--- config.mk ---
export PLATFORM = sky130hd
export DESIGN_NAME = unsigned_shift_add_mult
export DESIGN_NICKNAME = d
export VERILOG_FILES = /design/src/rtl/unsigned_shift_add_mult.sv
export SDC_FILE = /design/constraint.sdc
export NUM_CORES = 1
export LEC_CHECK = 0
export CORE_MARGIN = 2
export CORE_UTILIZATION = 45
export CTS_BUF_LIST = sky130_fd_sc_hd__clkbuf_16
export DETAILED_ROUTE_END_ITERATION = 8
export DONT_BUFFER_PORTS = 1
export SLEW_MARGIN = 20
export SYNTH_ARGS = -nofsm -noshare
export SYNTH_HDL_FRONTEND = slang
export SYNTH_SLANG_ARGS = --single-unit
--- constraint.sdc ---
create_clock -name clk -period 2.9 [get_ports clk]
set_clock_uncertainty 0.1 [all_clocks]
set_input_delay 0.58 -clock clk [delete_from_list [all_inputs] [get_ports clk]]
set_output_delay 0.58 -clock clk [all_outputs]
set_load 0.02 [all_outputs]
--- src/rtl/unsigned_shift_add_mult.sv ---
// rtl/unsigned_shift_add_mult.sv - sequential unsigned shift-add multiplier, start/busy/done handshake
// Optional early finish on all-zero remaining multiplier bits: define ZERO_SKIP_EN.
module unsigned_shift_add_mult #(
   parameter int DATA_WIDTH = 4
) (
   input  logic                      clk,
   input  logic                      rst,
   input  logic                      start,
   input  logic [DATA_WIDTH-1:0]     multiplicand,
   input  logic [DATA_WIDTH-1:0]     multiplier,
   output logic [2*DATA_WIDTH-1:0]   product,
   output logic                      busy,
   output logic                      done
);
   localparam int CW = $clog2(DATA_WIDTH + 1);

   typedef enum logic [1:0] {IDLE, RUN, DONE} state_t;

   state_t                state;
   state_t                state_next;
   logic [DATA_WIDTH-1:0] a;
   logic [DATA_WIDTH-1:0] q;
   logic [DATA_WIDTH-1:0] m;
   logic [CW-1:0]         count;
   logic [DATA_WIDTH:0]   sum;
   logic [DATA_WIDTH-1:0] a_shift;
   logic [DATA_WIDTH-1:0] q_shift;
   logic                  last;
   logic                  skip;
   logic                  accept;

   // The carry of the add is sum[DATA_WIDTH]; it lands in A's MSB after the shift.
   assign sum     = q[0] ? ({1'b0, a} + {1'b0, m}) : {1'b0, a};
   assign a_shift = sum[DATA_WIDTH:1];
   assign q_shift = {sum[0], q[DATA_WIDTH-1:1]};
   assign last    = (count == CW'(DATA_WIDTH - 1));
   assign accept  = start && (state == IDLE || state == DONE);
   assign busy    = (state == RUN);
   assign done    = (state == DONE);

`ifdef ZERO_SKIP_EN
   logic [DATA_WIDTH-1:0]   pending_mask;
   logic [CW:0]             skip_shamt;
   logic [2*DATA_WIDTH-1:0] skip_product;

   // Ones over the multiplier bits not yet consumed: bits [DATA_WIDTH-1-count:0].
   assign pending_mask = {DATA_WIDTH{1'b1}} >> count;
   assign skip         = (state == RUN) && ((q & pending_mask) == '0);
   assign skip_shamt   = (CW + 1)'(DATA_WIDTH) - {1'b0, count};
   assign skip_product = {a, q} >> skip_shamt;
`else
   assign skip = 1'b0;
`endif

   always_ff @(posedge clk) begin
      if (rst) begin
         state <= IDLE;
      end else begin
         state <= state_next;
      end
   end

   always_comb begin
      state_next = state;
      case (state)
         IDLE:    if (start) state_next = RUN;
         RUN:     if (skip || last) state_next = DONE;
         DONE:    state_next = start ? RUN : IDLE;
         default: state_next = IDLE;
      endcase
   end

   always_ff @(posedge clk) begin
      if (rst) begin
         a       <= '0;
         q       <= '0;
         m       <= '0;
         count   <= '0;
         product <= '0;
      end else if (accept) begin
         a     <= '0;
         q     <= multiplier;
         m     <= multiplicand;
         count <= '0;
      end else if (state == RUN) begin
`ifdef ZERO_SKIP_EN
         if (skip) begin
            product <= skip_product;
         end else begin
`else
         begin
`endif
            a     <= a_shift;
            q     <= q_shift;
            count <= count + 1'b1;
            if (last) product <= {a_shift, q_shift};
         end
      end
   end
endmodule

==> reports/qor.csv, run 1 <==
stage,metric,value,unit
run_status,run status,"complete, no violations",
drt,mean routed wirelength per cell,13.64,um
logic_synthesis,count of synthesis-stage warnings from yosys,0,
floorplanning,number of top-level pins,21,
logic_synthesis,Main synth FF type,sky130_fd_sc_hd__dfxtp_1,
global_route,number of antenna violations at the first check in global routing,0,
drt,highest layer used for signal routing,met4,
layout,area delta synth->final,8.120,%
logic_synthesis,fraction of synthesis flops using an asynchronous set or reset pin,0,%
floorplanning,number of placement rows,18,
global_route,global-route wire length before repair,3470,um
logic_synthesis,mean post-synth cell area,8.653,um2
setup_path,CP endpoint kind,register,
sta,count of final hold-check violations,0,
logic_synthesis,net count of the mapped netlist,148,
clock_network,post-CTS resize count,0,
floorplanning,placeable core region,0.002432,mm2
clock_network,clock root buffer,sky130_fd_sc_hd__clkbuf_16,
placed_design,routability congestion estimate,0.8438,
sta,unrepaired setup endpoints after global routing,no,
drt,Initial DRT Pass Iterations,4,
pwr,sw power,0.1652,mW
pwr,Leakage,0.4539,nW
clock_network,post-CTS setup repair buffer count,0,
pwr,sequential share of power,50.3,%
pwr,internal power,0.5654,mW
floorplanning,die extent in y,54.00,um
logic_synthesis,unique cell type count in the Yosys netlist,33,
placed_design,number of input and output port buffers inserted,0,
logic_synthesis,register bit count reported by yosys,25,
sta,Slew Limit Fails,0,
placed_design,"number of placed instances, taps included",155,
floorplanning,die area,0.002915,mm2
sta,minimum clock period after layout,1.681,ns
placed_design,total half-perimeter wirelength after legalization and detailed placement,1610,um
sta,actual transition at the worst max-transition pin,0.4407,ns
drt,metal3 WL,100,um
sta,final critical-path share of the clock period,57.97,%
clock_network,Longest Clk Path Bufs,2,
sta,highest attainable clock frequency,594.9,MHz
floorplanning,starting density of the core,46.24,%
pwr,clock network fraction of design power,41.6,%
clock_network,number of levels in the clock H-tree,1,
clock_network,CTS tree,done,
layout,final antenna diode count,0,
logic_synthesis,Post-synth EDFFs,0,
floorplanning,width of the die,54.00,um
clock_network,clock latency on the worst-skew pair,0.26,ns
global_route,total global routing track utilization,16.94,%
min_path,type of the most critical hold path,primary input to register,
drt,DRC violation total after the first TritonRoute iteration,8,
clock_network,number of hold buffers added after CTS,0,
logic_synthesis,netlist area before placement,0.001125,mm2
drt,Routed Wire Length,2168,um
global_route,largest net degree at the start of global routing,20,
setup_path,Setup Crit Path Kind,register to register,
drt,met2 routed WL,1030,um
clock_network,Num CTS Buffers,3,
drt,Via-to-Cell Ratio,5.541,
sta,normalized max-slew margin,70.62,%
layout,proportion of layout cells with a drive suffix above 1,7.752,%
pwr,combinational power share,8.1,%
pwr,sw frac,22.61,%
sta,count of endpoints failing setup in the final report,0,
setup_path,arrival time at the worst endpoint,1.77,ns
drt,DRC violation count after routing,0,
setup_path,setup slack of the most critical reg-to-reg path,1.22,ns
pwr,total power divided by cell area,600.8,mW/mm2
drt,met1 routed wirelength after detailed routing,995,um
layout,# fillers,241,
layout,Finished Layout Cells,159,
clock_network,clock-pin slew reported for the worst setup and hold paths after clock tree synthesis,0.06,ns
logic_synthesis,gate count after technology mapping,130,
drt,final antenna-violating net count,0,
global_route,via count of the first global-routing pass,817,
setup_path,peak fanout along the critical path,3,
drt,count of vias placed by the detailed router,881,
setup_path,CP Launch Type,register,
layout,Layout Nets,148,
setup_path,required time at the endpoint of the critical path,2.99,ns
pwr,worst-case vdd ir drop,0.3901,mV
global_route,gr ovfl total,0,
clock_network,Num Clock Sinks,25,
sta,final total negative setup slack,0,ns
run,Max Cap Violations,0,
logic_synthesis,share of the yosys chip area belonging to registers,44.49,%
## sequential cells by signal, indices dropped and copies added, names as in the netlist
| signal | count |
|---|---|
| a | 4 |
| count | 3 |
| m | 4 |
| product | 8 |
| q | 4 |
| state | 2 |
## routing by layer
metal / up-vias / track usage (%)
met5: - / 0
met4: 0 / 8.750
met3: 5 / 4.167
met2: 21 / 27.44
met1: 416 / 20.72
li1: 439 / -
## cells in the mapped netlist, drive strengths merged, types with 2 or more instances
cell type	number	share of area [%]
a211oi	4	3.6
nand2b	4	3.1
ha	6	6.7
buf	5	2.7
inv	5	1.9
mux2i	2	1.8
nor2b	3	1.7
dfxtp	25	44
o211ai	2	1.3
a22oi	3	2.0
xnor2	2	1.6
nand2	26	8.7
a21oi	16	7.1
nor2	14	4.7
## stage by stage
stage / util (%) / instance area, um2 / hold slack (ns) / setup WS (ns) / power, mW
floorplan: - / 1125 / 0.3400 / 1.351 / 0.4257
global placement: 46.71 / 1136 / 0.3442 / 1.229 / 0.4326
detailed placement: 46.71 / 1136 / 0.3501 / 1.205 / 0.4351
CTS: 50.00 / 1216 / 0.2739 / 1.200 / 0.7379
global route: 50.00 / 1216 / 0.2742 / 1.048 / 0.7594
finish: 50.00 / 1216 / 0.2758 / 1.219 / 0.7306
## cells in the final DEF, fill, tap and decap left out, drive strengths merged, types with 2 or more instances in the layout
cell type  synthesis  layout
nor2              14      14
ha                 6       6
a21oi             16      16
dfxtp             25      25
o211ai             2       2
nor2b              3       3
inv                5       5
a211oi             4       4
mux2i              2       2
clkbuf             1       3
a22oi              3       3
nand2             26      26
xnor2              2       2
nand2b             4       4
## kinds of logic (layout without fill, tap and decap cells)
kind of cell,Yosys count,count (layout),synth area share [%]
compound gates,32,32,18.58
simple gates,51,51,20.24
buf+inv,11,10,4.893
flops,25,25,44.49
fa+ha+maj,7,7,8.454
xor+xnor,2,2,1.558
mux,2,2,1.780
## worst max-delay path: stages, from the launching register on
cell and delay [ns]:
sky130_fd_sc_hd__dfxtp_1 0.35, sky130_fd_sc_hd__ha_1 0.18, sky130_fd_sc_hd__inv_1 0.06, sky130_fd_sc_hd__fa_1 0.39, sky130_fd_sc_hd__nor2b_1 0.14, sky130_fd_sc_hd__o21a_1 0.14
sky130_fd_sc_hd__o211ai_1 0.09, sky130_fd_sc_hd__a21oi_1 0.17
## layout make-up
class	count	area, um2	share of cell area [%]
Inverter	5	21.27	1.749
Timing Repair Buffer	1	7.507	0.6173
Clock inverter	1	5.005	0.4115
Tap cell	30	37.54	3.086
Sequential cell	25	500.5	41.15
Clock buffer	3	75.07	6.173
Multi-Input combinational cell	94	569.3	46.81
## power groups by stage
stage / clock network, mW / logic (mW) / registers, mW
CTS: 0.310 / 0.0601 / 0.367
global route: 0.323 / 0.0671 / 0.369
floorplan: 0 / 0.0552 / 0.370
detailed placement: 0 / 0.0599 / 0.375
global placement: 0 / 0.0577 / 0.375
finish: 0.304 / 0.0590 / 0.368
## path summary, 6_finish.rpt
kind / start / end / cells after the start
worst min-delay path: rst / product[5] / 1
worst min register to register: m[0] / m[0] / 2
worst max register to register: a[0] / a[3] / 7
worst max-delay path: a[0] / a[3] / 7
(Power assumes the default switching activity.)
==> inputs of run 2 (changes only) <==
Clock period 2.9 ns to 1.7 ns, I/O delays scaled along.
==> run 2 against run 1 <==
Effect of this change:
- power rose by 71%
- die area unchanged
- clock-buffer cell count did not move
- global-route usage increased by 1.7 points
- worst hold slack lost 0.23 ns
- first-iteration DRC count rose by 13%
- critical path type unchanged
- via count down 0.11%
- register-to-register slack got worse by 1.1 ns
- non-clock buffer count is 5 higher
==> reports/qor.csv, run 2 (synthesis results as in run 1) <==
stage,metric,value,unit,change
setup_path,CP Buf/Inv Count,0,,-1
setup_path,standard cell with the maximum stage delay on the critical path,sky130_fd_sc_hd__ha_1,,
setup_path,CP endpoint kind,register,,
layout,max reg flops,8,,unchanged
pwr,worst-case vdd ir drop,0.6552,mV,+68%
drt,count of vias placed by the detailed router,880,,-0.11%
floorplanning,number of top-level pins,21,,unchanged
floorplanning,placeable core region,0.002432,mm2,unchanged
global_route,via count of the first global-routing pass,830,,+1.6%
global_route,number of antenna violations at the first check in global routing,0,,unchanged
sta,Slew Limit Fails,0,,unchanged
pwr,combinational power share,9.3,%,+1.2 points
setup_path,CP Launch Type,register,,
sta,hold slack final,0.04137,ns,-0.2344 ns
placed_design,"number of placed instances, taps included",160,,+3.2%
drt,DRC violation total after the first TritonRoute iteration,9,,+1
floorplanning,die area,0.002915,mm2,unchanged
clock_network,clock latency on the worst-skew pair,0.25,ns,about the same
drt,Initial DRT Pass Iterations,4,,unchanged
layout,final core utilization,52.31,%,+2.3 points
min_path,startpoint of the worst hold path,rst,,
clock_network,clock root buffer,sky130_fd_sc_hd__clkbuf_16,,
layout,"leading cell types in the layout, fill and taps excluded","sky130_fd_sc_hd__nand2_1 (26), sky130_fd_sc_hd__dfxtp_1 (23), sky130_fd_sc_hd__a21oi_1 (16), sky130_fd_sc_hd__nor2_1 (14), sky130_fd_sc_hd__buf_4 (6)",,
floorplanning,die extent in y,54.00,um,unchanged
setup_path,cell family with the largest share of critical-path delay,simple AND/OR/NAND/NOR gates,,
clock_network,Num Clock Sinks,25,,unchanged
setup_path,Setup Crit Path Kind,register to register,,
clock_network,CTS tree,done,,
pwr,total power divided by cell area,979.8,mW/mm2,+63%
layout,most flop-heavy register,product,,
layout,Finished Layout Cells,164,,+3.1%
clock_network,Num CTS Buffers,3,,unchanged
pwr,total power after layout,1.247,mW,+71%
placed_design,number of input and output port buffers inserted,0,,unchanged
layout,# fillers,233,,-3.3%
sta,count of final hold-check violations,0,,unchanged
floorplanning,starting density of the core,46.24,%,unchanged
global_route,gr ovfl total,0,,unchanged
setup_path,launch point of the worst reg-to-reg path,a[2],,
sta,normalized max-slew margin,73.54,%,+2.9 points
setup_path,depth of the worst register-to-register path,5,,-2
sta,count of endpoints failing setup in the final report,0,,unchanged
sta,minimum clock period after layout,1.608,ns,-0.07344 ns
floorplanning,number of placement rows,18,,unchanged
min_path,number of instances on the worst hold path,1,,unchanged
clock_network,clock-pin slew reported for the worst setup and hold paths after clock tree synthesis,0.06,ns,about the same
min_path,Hold Crit Endpoint,product[5],,
setup_path,peak fanout along the critical path,4,,+1
floorplanning,width of the die,54.00,um,unchanged
drt,final antenna-violating net count,0,,unchanged
drt,Via-to-Cell Ratio,5.366,,-3.2%
setup_path,number of logic stages on the critical path including buffering,5,,-2
run,Max Cap Violations,0,,unchanged
setup_path,max incr delay on CP,0.35,ns,-0.04 ns
clock_network,Longest Clk Path Bufs,2,,unchanged
global_route,largest net degree at the start of global routing,20,,unchanged
layout,proportion of layout cells with a drive suffix above 1,14.18,%,+6.4 points
pwr,clock network fraction of design power,40.6,%,-1.0 points
pwr,sw frac,22.18,%,-0.43 points
sta,highest attainable clock frequency,622.1,MHz,+4.6%
sta,final critical-path share of the clock period,94.56,%,+37 points
placed_design,routability congestion estimate,0.8089,,-4.1%
setup_path,required time at the endpoint of the critical path,1.74,ns,-1.25 ns
setup_path,list of cells traversed by the critical path,ha_1 -> and3_1 -> or3_1 -> nand3_1 -> a311oi_1,,
sta,final total negative setup slack,0,ns,unchanged
drt,mean routed wirelength per cell,14.12,um,+3.5%
sta,actual transition at the worst max-transition pin,0.3960,ns,-0.04463 ns
pwr,internal power,0.9702,mW,+72%
setup_path,arrival time at the worst endpoint,1.64,ns,-0.13 ns
layout,area delta synth->final,13.13,%,
run_status,run status,"complete, no violations",,
min_path,type of the most critical hold path,primary input to register,,
global_route,global-route wire length before repair,3767,um,+8.6%
sta,unrepaired setup endpoints after global routing,no,,
pwr,Leakage,0.4815,nW,+6.1%
layout,final antenna diode count,0,,unchanged
placed_design,total half-perimeter wirelength after legalization and detailed placement,1672,um,+3.9%
layout,Layout Nets,153,,+3.4%
layout,most frequent standard cell in the layout excluding fill and tap cells,sky130_fd_sc_hd__nand2_1,,
pwr,sequential share of power,50.1,%,-0.2 points
clock_network,number of levels in the clock H-tree,1,,unchanged
drt,DRC violation count after routing,0,,unchanged
setup_path,setup slack of the most critical reg-to-reg path,0.09,ns,-1.13 ns
drt,Routed Wire Length,2315,um,+6.8%
clock_network,number of hold buffers added after CTS,0,,unchanged
global_route,total global routing track utilization,18.65,%,+1.7 points
setup_path,destination of the worst register-to-register timing path,product[6],,
pwr,sw power,0.2766,mW,+67%
[run 2: timing repair]
item,4_1_cts,5_1_grt
endpoints found under the hold margin,0,0
gates resized for setup,1,5
buffers inserted,0,0
pin swaps,0,2
setup endpoints to repair,1,5
[run 2: worst max path at each step]
stage               startpoint    endpoint
floorplan                 a[0]        a[1]
global placement          a[0]  product[7]
detailed placement        a[0]  product[7]
CTS                       m[0]  product[7]
global route              a[0]        a[1]
finish                    a[2]  product[6]
[run 2: metrics by stage]
step | cell area, um2 | setup WS [ns]
6_report | 1272 | 0.09241
5_1_grt | 1272 | 0.007271
4_1_cts | 1254 | 0.01709
3_5_place_dp | 1174 | 0.04348
3_3_place_gp | 1174 | 0.09205
2_1_floorplan | 1125 | 0.1513
[run 2: cell type report]
| class | instances | area, um2 | share of cell area, % |
|---|---|---|---|
| timing repair buffer | 6 | 45.04 | 3.540 |
| multi-input combinational | 94 | 586.8 | 46.12 |
| clock buffer | 3 | 75.07 | 5.900 |
| tap | 30 | 37.54 | 2.950 |
| sequential | 25 | 503.0 | 39.53 |
| inverter | 5 | 21.27 | 1.672 |
| clock inverter | 1 | 3.754 | 0.2950 |
[run 2: layer usage]
layer	routed length [um]	share of wire, %	GRT usage (%)
met1	1046	45	21.98
met2	1122	48	32.32
met3	101	4.4	5.278
met4	44	1.9	6.250
met5	0	0	0
[run 2: power groups by stage]
stage / Clock [mW] / Combinational [mW] / Sequential [mW]
5_1_grt: 0.545 / 0.132 / 0.628
4_1_cts: 0.521 / 0.115 / 0.624
3_5_place_dp: 0 / 0.113 / 0.637
3_3_place_gp: 0 / 0.111 / 0.635
2_1_floorplan: 0 / 0.0942 / 0.632
6_report: 0.506 / 0.116 / 0.625
==> RTL edit 1, RTL diff (config.mk and constraints of run 1) <==
Make the reset (`rst`) asynchronous in 2 clocked blocks.
--- a/src/rtl/unsigned_shift_add_mult.sv
+++ b/src/rtl/unsigned_shift_add_mult.sv
@@ -54,3 +54,3 @@
 
-   always_ff @(posedge clk) begin
+   always_ff @(posedge clk or posedge rst) begin
       if (rst) begin
@@ -72,3 +72,3 @@
 
-   always_ff @(posedge clk) begin
+   always_ff @(posedge clk or posedge rst) begin
       if (rst) begin
Behaviour: differs if rst is asserted again (counterexample within 4 cycles, from zero or initial values and one cycle with rst high); with rst held inactive, the same outputs for 10 cycles.
==> RTL edit 1 against run 1 <==
  * First-iteration DRC count increased to 3.6 times the old value
  * Die area increased by 9.6%
  * Synthesized area increased by 10%
  * Fmax decreased by 19%
  * Routed wire length increased by 9.2%
  * Setup slack got worse by 410 ps
  * Final area increased by 8.6%
  * Sequential cell count unchanged
  * Global-route usage decreased by 0.95 points
  * Synthesized cell count decreased by 16%
  * Critical path type is now flip-flop to primary output
Power is not compared: it rests on default switching activity, and its combinational part moved more than twofold at a synthesized area within 25%.
==> RTL edit 1: results (changes against run 1) <==
Top reg by flops=product (unchanged); highest cell delay on the worst timing path=510 ps (was 390 ps); Post-Syn Nets=127 (was 148); ys async rst share=1.00 (was 0); Critical Path Fanout Max=12 (was 3); first-pass GRT wire length=3.90 mm (was 3.47 mm); top cells by instance count after synthesis=25 x dfrtp_1, 10 x o21ai_0, 8 x inv_1, 7 x mux2_2, 7 x nand2_1 (was 26 x nand2_1, 25 x dfxtp_1, 16 x a21oi_1, 14 x nor2_1, 6 x ha_1); Final GP Congestion=0.785 (was 0.844); # resized after CTS=0 (unchanged); final WL=2.37 mm (was 2.17 mm); Crit Reg-Reg Startpoint=a[0] (unchanged); largest net degree at the start of global routing=26 (was 20); pre-CTS WS=974 ps (was 1210 ps); CP top delay family=flip-flops (was adder cells); Met1 Wirelength=1.10 mm (was 995 um); post-synth top area cell=dfrtp_1 (was dfxtp_1); post-synth cell types=33 (unchanged); metal3 WL=107 um (was 100 um); DR vias=792 (was 881); Total Routing Usage GR=0.160 (was 0.169); Crit-path slowest cell=dfrtp_1 (was fa_1); Largest register FFs=8 (unchanged); Data arrival, critical path=1410 ps (was 1770 ps); DP Wirelength=1.70 mm (was 1.61 mm); Worst-Margin Slew=961 ps (was 441 ps); port buffer count=0 (unchanged); sequential share of the synthesized area=0.504 (was 0.445); WL met2=1.13 mm (was 1.03 mm); top cells by area, synth=dfrtp_1 50%, mux2_2 6.4%, ha_1 6.0% (was dfxtp_1 44%, nand2_1 8.7%, a21oi_1 7.1%); CTS H-tree depth=1 (unchanged); Starting DRT DRC Count=29 (was 8); FF-to-FF setup slack=940 ps (was 1220 ps); worst reg2reg path depth=5 (was 7); status=complete, no violations (unchanged); worst hold-check path type=primary input to asynchronous set/reset pin (was primary input to flip-flop); worst r2r dst=product[7] (was a[3]); ratio of cells with drive above 1 in the final layout=0.121 (was 0.0775); CTS buffer count=3 (unchanged); vias in the first global route=824 (was 817)
RTL edit 1: power by group:
| group | switching [mW] | internal (mW) |
|---|---|---|
| registers | 0.211 | 0.517 |
| clock network | 0.113 | 0.184 |
| logic | 0.337 | 0.290 |
RTL edit 1: cell type report:
cell class	count	area, um2
Clock inverter	1	3.75
Tap cell	31	38.8
Clock buffer	3	75.1
Fill cell	248	1370
Sequential cell	25	626
Inverter	8	30.0
Multi-Input combinational cell	70	548
RTL edit 1: cell families (layout without fill, tap and decap cells):
family                     count (synthesis)  in the layout  share of synthesized area
DFF                                       25             25                      0.504
adders and majority gates                  7              7                     0.0766
AOI/OAI and AO/OA                         27             27                      0.140
xor gates and xnor gates                   1              1                    0.00706
buffers and inverters                     14             12                     0.0544
and+or+nand+nor                           25             25                      0.130
muxes                                     10             10                     0.0877
RTL edit 1: how the worst max path moves through the flow:
stage | startpoint | endpoint | slack [ps] | cells past startpoint
2_1_floorplan | a[0] | product[4] | 1150 | 4
3_3_place_gp | a[0] | product[7] | 1030 | 5
3_5_place_dp | a[0] | product[7] | 970 | 5
4_1_cts | state[0] | busy | 820 | 2
5_1_grt | state[0] | busy | 690 | 2
6_report | state[0] | busy | 810 | 2
RTL edit 1: worst reg2reg max path, delay by kind of cell, from the launching register on:
kind	cells	cell delay, ps
fa+ha+maj	2	660
flops	1	430
compound gates	2	380
mux	1	290
RTL edit 1: stage by stage:
| step | hold slack, ps | utilization | cell area, um2 | power, mW | std cells |
|---|---|---|---|---|---|
| finish | 328 | 0.492 | 1320 | 1.65 | 138 |
| global route | 339 | 0.492 | 1320 | 1.79 | 138 |
| CTS | 331 | 0.492 | 1320 | 1.67 | 138 |
| detailed placement | 381 | 0.463 | 1240 | 1.37 | 134 |
| global placement | 383 | 0.463 | 1240 | 1.35 | 134 |
| floorplan | 356 | - | 1240 | 1.25 | 109 |
RTL edit 1: routing by layer:
layer / track usage / vias up
met1: 0.214 / 388
met3: 0.0346 / 4
met5: 0 / -
met2: 0.254 / 16
li1: - / 384
met4: 0.0612 / 0
==> RTL edit 2, RTL diff (config.mk and constraints of run 1) <==
Made on the original files. Set the parameter `DATA_WIDTH` to 8 (it was 4).
--- a/src/rtl/unsigned_shift_add_mult.sv
+++ b/src/rtl/unsigned_shift_add_mult.sv
@@ -3,3 +3,3 @@
 module unsigned_shift_add_mult #(
-   parameter int DATA_WIDTH = 4
+   parameter int DATA_WIDTH = 8
 ) (
Ports: changed (resized multiplicand, multiplier and product); port bits go from 21 to 37. The function was not compared with the original's and may differ.
==> RTL edit 2 against run 1 <==
  * Power is 85% higher
  * Setup slack worse by 660 ps
  * Largest power group unchanged
  * Final area is 91% higher
  * Routed wire length is 120% higher
  * Die area is 83% higher
  * Core utilization is 0.28 points lower
  * Synthesized area is 91% higher
  * Sequential cell count is 21 higher
  * Critical path type is now flip-flop to primary output
==> RTL edit 2: results (changes against run 1) <==
WHS Endpoint=product[8] (was product[5]); metal3 WL=218 um (was 100 um); Critical Path Fanout Max=12 (was 3); Final Non-Filler Cells=315 (was 159); final WL=4.75 mm (was 2.17 mm); clk tree area frac=0.0616 (was 0.0658); met3 Use GR=0.0483 (was 0.0417); Non-clk invs=7 (was 5); largest net degree at the start of global routing=36 (was 20); Total Routing Usage GR=0.191 (was 0.169); Multi-In Gates=195 (was 94); sequential share of the synthesized area=0.429 (was 0.445); Synth Area in Adders=0.0618 (was 0.0845); status=complete, no violations (unchanged); Crit-path slowest cell=nand2b_1 (was fa_1); grt met1 use=0.263 (was 0.207); Signal buf overhead=0.0162 (was 0.00617); Rel. slew slack=0.511 (was 0.706); Critical Path RT=2220 ps (was 2990 ps); Pleak=0.875 nW (was 0.454 nW); Synth Area in XOR/XNOR=0.0204 (was 0.0156); Core Util, Final=0.497 (was 0.500); Non-clk bufs=5 (was 1); pre-CTS WS=782 ps (was 1210 ps); CP Capture Point=busy (was a[3]); DP Cell Count=307 (was 155); FF-to-FF setup slack=800 ps (was 1220 ps); final hold slack=257 ps (was 276 ps); CP top delay family=buffers and inverters (was adder cells); WL met2=2.12 mm (was 1.03 mm); GR Layer Usage met2=0.293 (was 0.274); top cells by area, synth=dfxtp_1 43%, nand2_1 9.3%, a21oi_1 7.7% (was dfxtp_1 44%, nand2_1 8.7%, a21oi_1 7.1%); Placed Area=0.00217 mm2 (was 0.00114 mm2); Mapped Avg Cell Area=8.16 um2 (was 8.65 um2); worst r2r dst=product[14] (was a[3]); footprint of the multi-input gates=0.00112 mm2 (was 569 um2); fillcell total=457 (was 241); CTS buffer count=5 (was 3)
RTL edit 2: cell count changes after synthesis, moves of 5 or more:
cell / run 1 / this run
a21oi_1: 16 / 33
dfxtp_1: 25 / 46
a22oi_1: 3 / 8
o21ai_0: 1 / 6
nor3_1: 0 / 7
nor2_1: 14 / 27
nand2_1: 26 / 53
RTL edit 2: cells by family (layout without fill, tap and decap cells):
logic type / after synthesis / count (layout)
AOI/OAI and AO/OA: 68 / 68
xor gates and xnor gates: 5 / 5
adders and majority gates: 10 / 10
buffers and inverters: 22 / 20
DFF: 46 / 46
muxes: 6 / 6
and+or+nand+nor: 106 / 106
RTL edit 2: power breakdown:
group / internal, mW / leakage (nW) / switching (mW)
Clock: 0.316 / 0.0750 / 0.237
Combinational: 0.0500 / 0.426 / 0.0757
Sequential: 0.654 / 0.374 / 0.0214
RTL edit 2: worst register-to-register path, stage by stage, from the launching register on:
cell and delay, ps:
dfxtp_1 310, nand2b_1 380, inv_1 410, nand2_1 400
o31a_1 390
